`config.mk`:
```
export PLATFORM = sky130hd
export DESIGN_NAME = conv_out_normalizer
export DESIGN_NICKNAME = d
export VERILOG_FILES = /design/src/rtl/conv_out_normalizer.sv
export SDC_FILE = /design/constraint.sdc
export NUM_CORES = 1
export LEC_CHECK = 0
export ABC_AREA = 1
export CORE_MARGIN = 4
export CORE_UTILIZATION = 44
export DETAILED_ROUTE_END_ITERATION = 8
export HOLD_SLACK_MARGIN = 0.02
export PLACE_DENSITY_LB_ADDON = 0.3
export SYNTH_ARGS = -nofsm -noshare
export SYNTH_HDL_FRONTEND = slang
export SYNTH_SLANG_ARGS = --single-unit
```
`constraint.sdc`:
```
create_clock -name i_CLK -period 6.65 [get_ports i_CLK]
set_clock_uncertainty 0.2 [all_clocks]
set_input_delay 1.6625 -clock i_CLK [delete_from_list [all_inputs] [get_ports i_CLK]]
set_output_delay 1.6625 -clock i_CLK [all_outputs]
set_load 0.01 [all_outputs]
```
`src/rtl/conv_out_normalizer.sv`:
```
// Convolution output normalizer: optional |x|, rounding right-shift and clamp to
// a BITW-bit pixel, framed as an (WIDTH-2) x (HEIGHT-2) image with line/frame
// markers, a per-frame saturation count, and frame-done / overrun flags.
module conv_out_normalizer #(
    parameter int unsigned ACCW   = 20,
    parameter int unsigned BITW   = 8,
    parameter int unsigned WIDTH  = 256,
    parameter int unsigned HEIGHT = 256
) (
    input  logic                   i_CLK,
    input  logic                   i_reset,
    input  logic                   i_valid,
    input  logic signed [ACCW-1:0] i_conv,
    input  logic [3:0]             i_shift,
    input  logic                   i_abs_mode,
    output logic                   o_valid,
    output logic [BITW-1:0]        o_pixel,
    output logic                   o_eol,
    output logic                   o_eof,
    output logic                   o_frame_done,
    output logic                   o_overrun,
    output logic [15:0]            o_sat_count
);

    localparam int unsigned OW    = WIDTH - 2;
    localparam int unsigned OH    = HEIGHT - 2;
    localparam int unsigned TOTAL = OW * OH;
    localparam int unsigned CNTW  = $clog2(TOTAL + 1);
    localparam int unsigned COLW  = $clog2(OW + 1);
    localparam int unsigned ROWW  = $clog2(OH + 1);
    localparam int unsigned SATW  = 16;

    typedef enum logic [1:0] {
        S_IDLE   = 2'd0,
        S_ACTIVE = 2'd1,
        S_DRAIN  = 2'd2,
        S_DONE   = 2'd3
    } state_t;

    state_t                 state;
    logic [CNTW-1:0]        in_cnt;
    logic [3:0]             cfg_shift;
    logic                   cfg_abs;

    logic                   s1_valid;
    logic signed [ACCW:0]   s1_data;
    logic [3:0]             s1_shift;
    logic                   s2_valid;
    logic signed [ACCW:0]   s2_data;

    logic [COLW-1:0]        col;
    logic [ROWW-1:0]        row;

    logic                   frame_start_c;
    logic                   accept_c;
    logic [3:0]             shift_c;
    logic                   abs_c;
    logic [CNTW-1:0]        in_cnt_nxt_c;
    logic                   last_in_c;

    logic signed [ACCW:0]   ext_c;
    logic signed [ACCW:0]   mag_c;
    logic [ACCW:0]          half_c;
    logic signed [ACCW:0]   rnd_c;

    logic                   neg_c;
    logic                   over_c;
    logic                   sat_c;
    logic [BITW-1:0]        pix_c;
    logic                   eol_c;
    logic                   eof_c;

    // Frame-start detection and the config that applies to the current sample
    always_comb begin
        frame_start_c = i_valid && ((state == S_IDLE) || (state == S_DONE));
        accept_c      = i_valid && (state != S_DRAIN);
        shift_c       = frame_start_c ? i_shift : cfg_shift;
        abs_c         = frame_start_c ? i_abs_mode : cfg_abs;
        in_cnt_nxt_c  = frame_start_c ? CNTW'(1) : (in_cnt + CNTW'(1));
        last_in_c     = accept_c && (in_cnt_nxt_c == CNTW'(TOTAL));
    end

    // Stage 1 datapath: sign-extend, optional magnitude, add half-LSB for rounding
    always_comb begin
        ext_c  = $signed({i_conv[ACCW-1], i_conv});
        mag_c  = (abs_c && ext_c[ACCW]) ? -ext_c : ext_c;
        half_c = (shift_c == 4'd0) ? '0 : ((ACCW+1)'(1) << (shift_c - 4'd1));
        rnd_c  = mag_c + $signed(half_c);
    end

    // Stage 3 datapath: clamp to pixel range and locate the pixel in the frame
    always_comb begin
        neg_c  = s2_data[ACCW];
        over_c = !neg_c && (|s2_data[ACCW-1:BITW]);
        sat_c  = neg_c || over_c;
        if (neg_c) begin
            pix_c = '0;
        end else if (over_c) begin
            pix_c = '1;
        end else begin
            pix_c = s2_data[BITW-1:0];
        end
        eol_c = (col == COLW'(OW - 1));
        eof_c = eol_c && (row == ROWW'(OH - 1));
    end

    // Frame FSM, config latch, input count and sticky status flags
    always_ff @(posedge i_CLK) begin
        if (i_reset) begin
            state        <= S_IDLE;
            in_cnt       <= '0;
            cfg_shift    <= '0;
            cfg_abs      <= 1'b0;
            o_frame_done <= 1'b0;
            o_overrun    <= 1'b0;
        end else begin
            if (frame_start_c) begin
                cfg_shift    <= i_shift;
                cfg_abs      <= i_abs_mode;
                o_frame_done <= 1'b0;
                o_overrun    <= 1'b0;
            end
            if (accept_c) begin
                in_cnt <= in_cnt_nxt_c;
            end
            case (state)
                S_IDLE, S_DONE: begin
                    if (i_valid) begin
                        state <= last_in_c ? S_DRAIN : S_ACTIVE;
                    end
                end
                S_ACTIVE: begin
                    if (last_in_c) begin
                        state <= S_DRAIN;
                    end
                end
                S_DRAIN: begin
                    if (i_valid) begin
                        o_overrun <= 1'b1;
                    end
                    if (o_eof) begin
                        state <= S_DONE;
                    end
                end
                default: state <= S_IDLE;
            endcase
            // DONE is entered only at eof, so this never collides with a frame start
            if (o_eof) begin
                o_frame_done <= 1'b1;
            end
        end
    end

    // Stages 1 and 2: register the rounded value, then arithmetic shift
    always_ff @(posedge i_CLK) begin
        if (i_reset) begin
            s1_valid <= 1'b0;
            s1_data  <= '0;
            s1_shift <= '0;
            s2_valid <= 1'b0;
            s2_data  <= '0;
        end else begin
            s1_valid <= accept_c;
            s1_data  <= rnd_c;
            s1_shift <= shift_c;
            s2_valid <= s1_valid;
            s2_data  <= s1_data >>> s1_shift;
        end
    end

    // Stage 3: registered pixel with markers, frame position and saturation count
    always_ff @(posedge i_CLK) begin
        if (i_reset) begin
            o_valid     <= 1'b0;
            o_pixel     <= '0;
            o_eol       <= 1'b0;
            o_eof       <= 1'b0;
            o_sat_count <= '0;
            col         <= '0;
            row         <= '0;
        end else begin
            o_valid <= s2_valid;
            o_pixel <= s2_valid ? pix_c : '0;
            o_eol   <= s2_valid && eol_c;
            o_eof   <= s2_valid && eof_c;
            if (frame_start_c) begin
                col         <= '0;
                row         <= '0;
                o_sat_count <= '0;
            end else if (s2_valid) begin
                if (eol_c) begin
                    col <= '0;
                    row <= eof_c ? '0 : (row + ROWW'(1));
                end else begin
                    col <= col + COLW'(1);
                end
                if (sat_c && (o_sat_count != {SATW{1'b1}})) begin
                    o_sat_count <= o_sat_count + SATW'(1);
                end
            end
        end
    end

endmodule

```
==> results.cfg <==
[die]
io_pins = 57
die_w_microns = 130
placement_rows = 44
die_h_microns = 130
initial_core_util = 0.451
core-area_sq_mm = 0.0146
die-area_sq_mm = 0.0170

[synthesis]
yosysTopAreaCell = dfxtp_1
yosysUniqueCellTypes = 49
synth.area.top_cells = dfxtp_1 (34%), nand2_1 (13%), nor2_1 (7.6%), a21oi_1 (6.1%), o21ai_0 (5.9%)
ys_warn_count = 0
synth_fp_nets = 1050
yosysTopAreaCellShare = 0.341
syn_area_sq_mm = 0.00658
syn_inst = 996
ys_async_sr_fraction = 0
synth_enable_flop_cells = 0
ys_seq_area_frac = 0.341
synth.most_common_cell = nand2_1
synth_seq_cells = 112
ys_top_cells_by_count = nand2_1 (231), nor2_1 (134), dfxtp_1 (112)
ys.flop_type = dfxtp_1
syn_avg_cell_area_sq_um = 6.61

[global_routing]
grt_usage = 0.174
overflow = 0
grt_pass1_vias = 5531
grt_pass1_wl_microns = 24500
grt_max_degree = 35
grt_antenna_before_repair = 0

[clock_tree]
cts_resized = 0
clk_pin_slew_ns = 0.07
clkLatencyLatePin_ns = 0.35
cts.htree.levels = 3
root_buffer = clkbuf_16
post_cts_buffers = 0
clock-sinks = 112
cts_buffer_depth = 2
cts_hold_buf = 0
cts_buffers = 9
cts_tree = yes

[detailed_routing]
vias = 6264
ant_nets = 0
wl_microns = 14500
via_per_inst = 5.10
drcViolationCount = 0
drtIter0Drc = 383
wl_per_cell_microns = 11.8
dr.pass1.iters = 6

[sta]
hold_violations = 0
slew_headroom = 0.502
setup_violations = 0
fin_crit_ns = 5.32
finalSetupTns_ns = 0
rsz0062_at_grt = no
fin_ws_ns = 1.33
finalCritPeriodShare = 0.800
clock.fmax_ghz = 0.188
worst_pin_slew_ns = 0.746
slew_viol_final = 0

[power_and_ir_drop]
p_total_uw = 2640
p_leak_uw = 0.00318
power_density_mw_per_mm2 = 347
ir_worst_vdd_v = 0.000169

[setup_path]
r2r_slack_ns = 2.30
cpMostUsedCell = nand2_1
ff2ff_path_depth = 16
startpoint_type = primary input
cp-end-kind = flop
worstReg2RegStart = s1_shift[0]
critPathRequiredTime_ns = 6.69
slowest_stage = clkdlybuf4s50_1
critPathMaxStageDelay_ns = 0.47
critical_path_arrival_ns = 5.36
crit_path_max_fanout = 23
r2r_end = s1_data[14]
critPathLaunch = i_valid
cp-endpoint = s1_data[14]
path_cells = clkdlybuf4s50_1 > nand2_2 > inv_4 > nand2_1 > o21ai_2 > nor2_4 > inv_1 > o21ai_0 > inv_1 > fa_1 > o21ai_1 > nand2_1 > nand2_1 > a21boi_0 > o21ai_0 > a21oi_1 > o21a_1
critPathKind = in -> reg

[final_layout]
antennaDiodeCount = 0
synthToLayoutAreaGrowth_pct = 15.6
drive_gt1_frac = 0.0488
utilization = 0.522
num-nets-final = 1094

[run]
drv_cap = 0

[placement]
place_congestion = 0.883
hpwl_microns = 11000
dpl_worst_slack_ns = 0.999
port_buffers = 56

[hold_path]
worstHoldPathCells = 2
worstHoldStart = s1_valid
min_path_type = reg -> reg

[outcome]
outcome = complete, no violations
[cell type report]
class | count | area (sq um)
Fill cell | 1469 | 6980
Tap cell | 184 | 230
Timing Repair Buffer | 60 | 591
Multi-Input combinational cell | 748 | 3810
Clock buffer | 10 | 239
Inverter | 109 | 412
Clock inverter | 6 | 90.1
Sequential cell | 112 | 2240
[metal layers]
metal | vias to the layer above | wire [microns] | GRT usage
li1 | 3353 | - | -
met2 | 127 | 6580 | 0.286
met1 | 2764 | 7230 | 0.235
met3 | 20 | 524 | 0.0254
met4 | 0 | 212 | 0.0562
met5 | - | 0 | 0
[registers in the layout (all words and copies together), names as in the netlist, 2 cells and up]
signal,flops
o_pixel,8
s1_data,21
col,8
row,8
in_cnt,16
s2_data,21
s1_shift,4
o_sat_count,16
state,2
[worst min path at each step]
stage          endpoint  slack, ns
5_1_grt        s2_valid       0.23
6_report       s2_valid       0.20
3_3_place_gp   s2_valid       0.20
2_1_floorplan  s2_valid       0.19
4_1_cts        s2_valid       0.21
3_5_place_dp   s2_valid       0.20
[cell families (layout without fill, tap and decap cells)]
kind of cell | Yosys count | after routing | share of synthesized area
AOI/OAI and AO/OA | 202 | 202 | 0.167
xor gates and xnor gates | 25 | 25 | 0.0333
adders and majority gates | 26 | 26 | 0.0506
buffers and inverters | 136 | 185 | 0.0811
DFF | 112 | 112 | 0.341
muxes | 5 | 5 | 0.00760
other | 1 | 1 | 0.000570
and+or+nand+nor | 489 | 489 | 0.319
[critical path, delay by kind of cell]
kind	cells	cell delay, ns
AND/OR/NAND/NOR	5	1.06
adder cells (fa/ha/maj)	1	0.47
AO/OA/AOI/OAI	7	1.26
buffers and inverters	4	0.89
[through the flow]
stage / hold WS [ns] / std cells / cell area, sq um
6_report: 0.199 / 1229 / 7610
5_1_grt: 0.226 / 1229 / 7610
4_1_cts: 0.205 / 1229 / 7610
3_5_place_dp: 0.197 / 1213 / 7280
3_3_place_gp: 0.201 / 1213 / 7280
2_1_floorplan: 0.188 / 996 / 6580
[where the power goes]
group / switching [uW] / total [uW] / internal (uW)
Combinational: 732 / 1130 / 397
Sequential: 114 / 932 / 818
Clock: 241 / 583 / 342
[cell usage in the layout (no fill, tap or decap), types with 15 or more instances in the layout]
cell               n
nand2_1          231
nor2_1           134
dfxtp_1          112
inv_1             99
a21oi_1           80
o21ai_0           78
nand3_1           65
clkdlybuf4s50_1   56
ha_1              25
xor2_1            15
(Power assumes the default switching activity.)
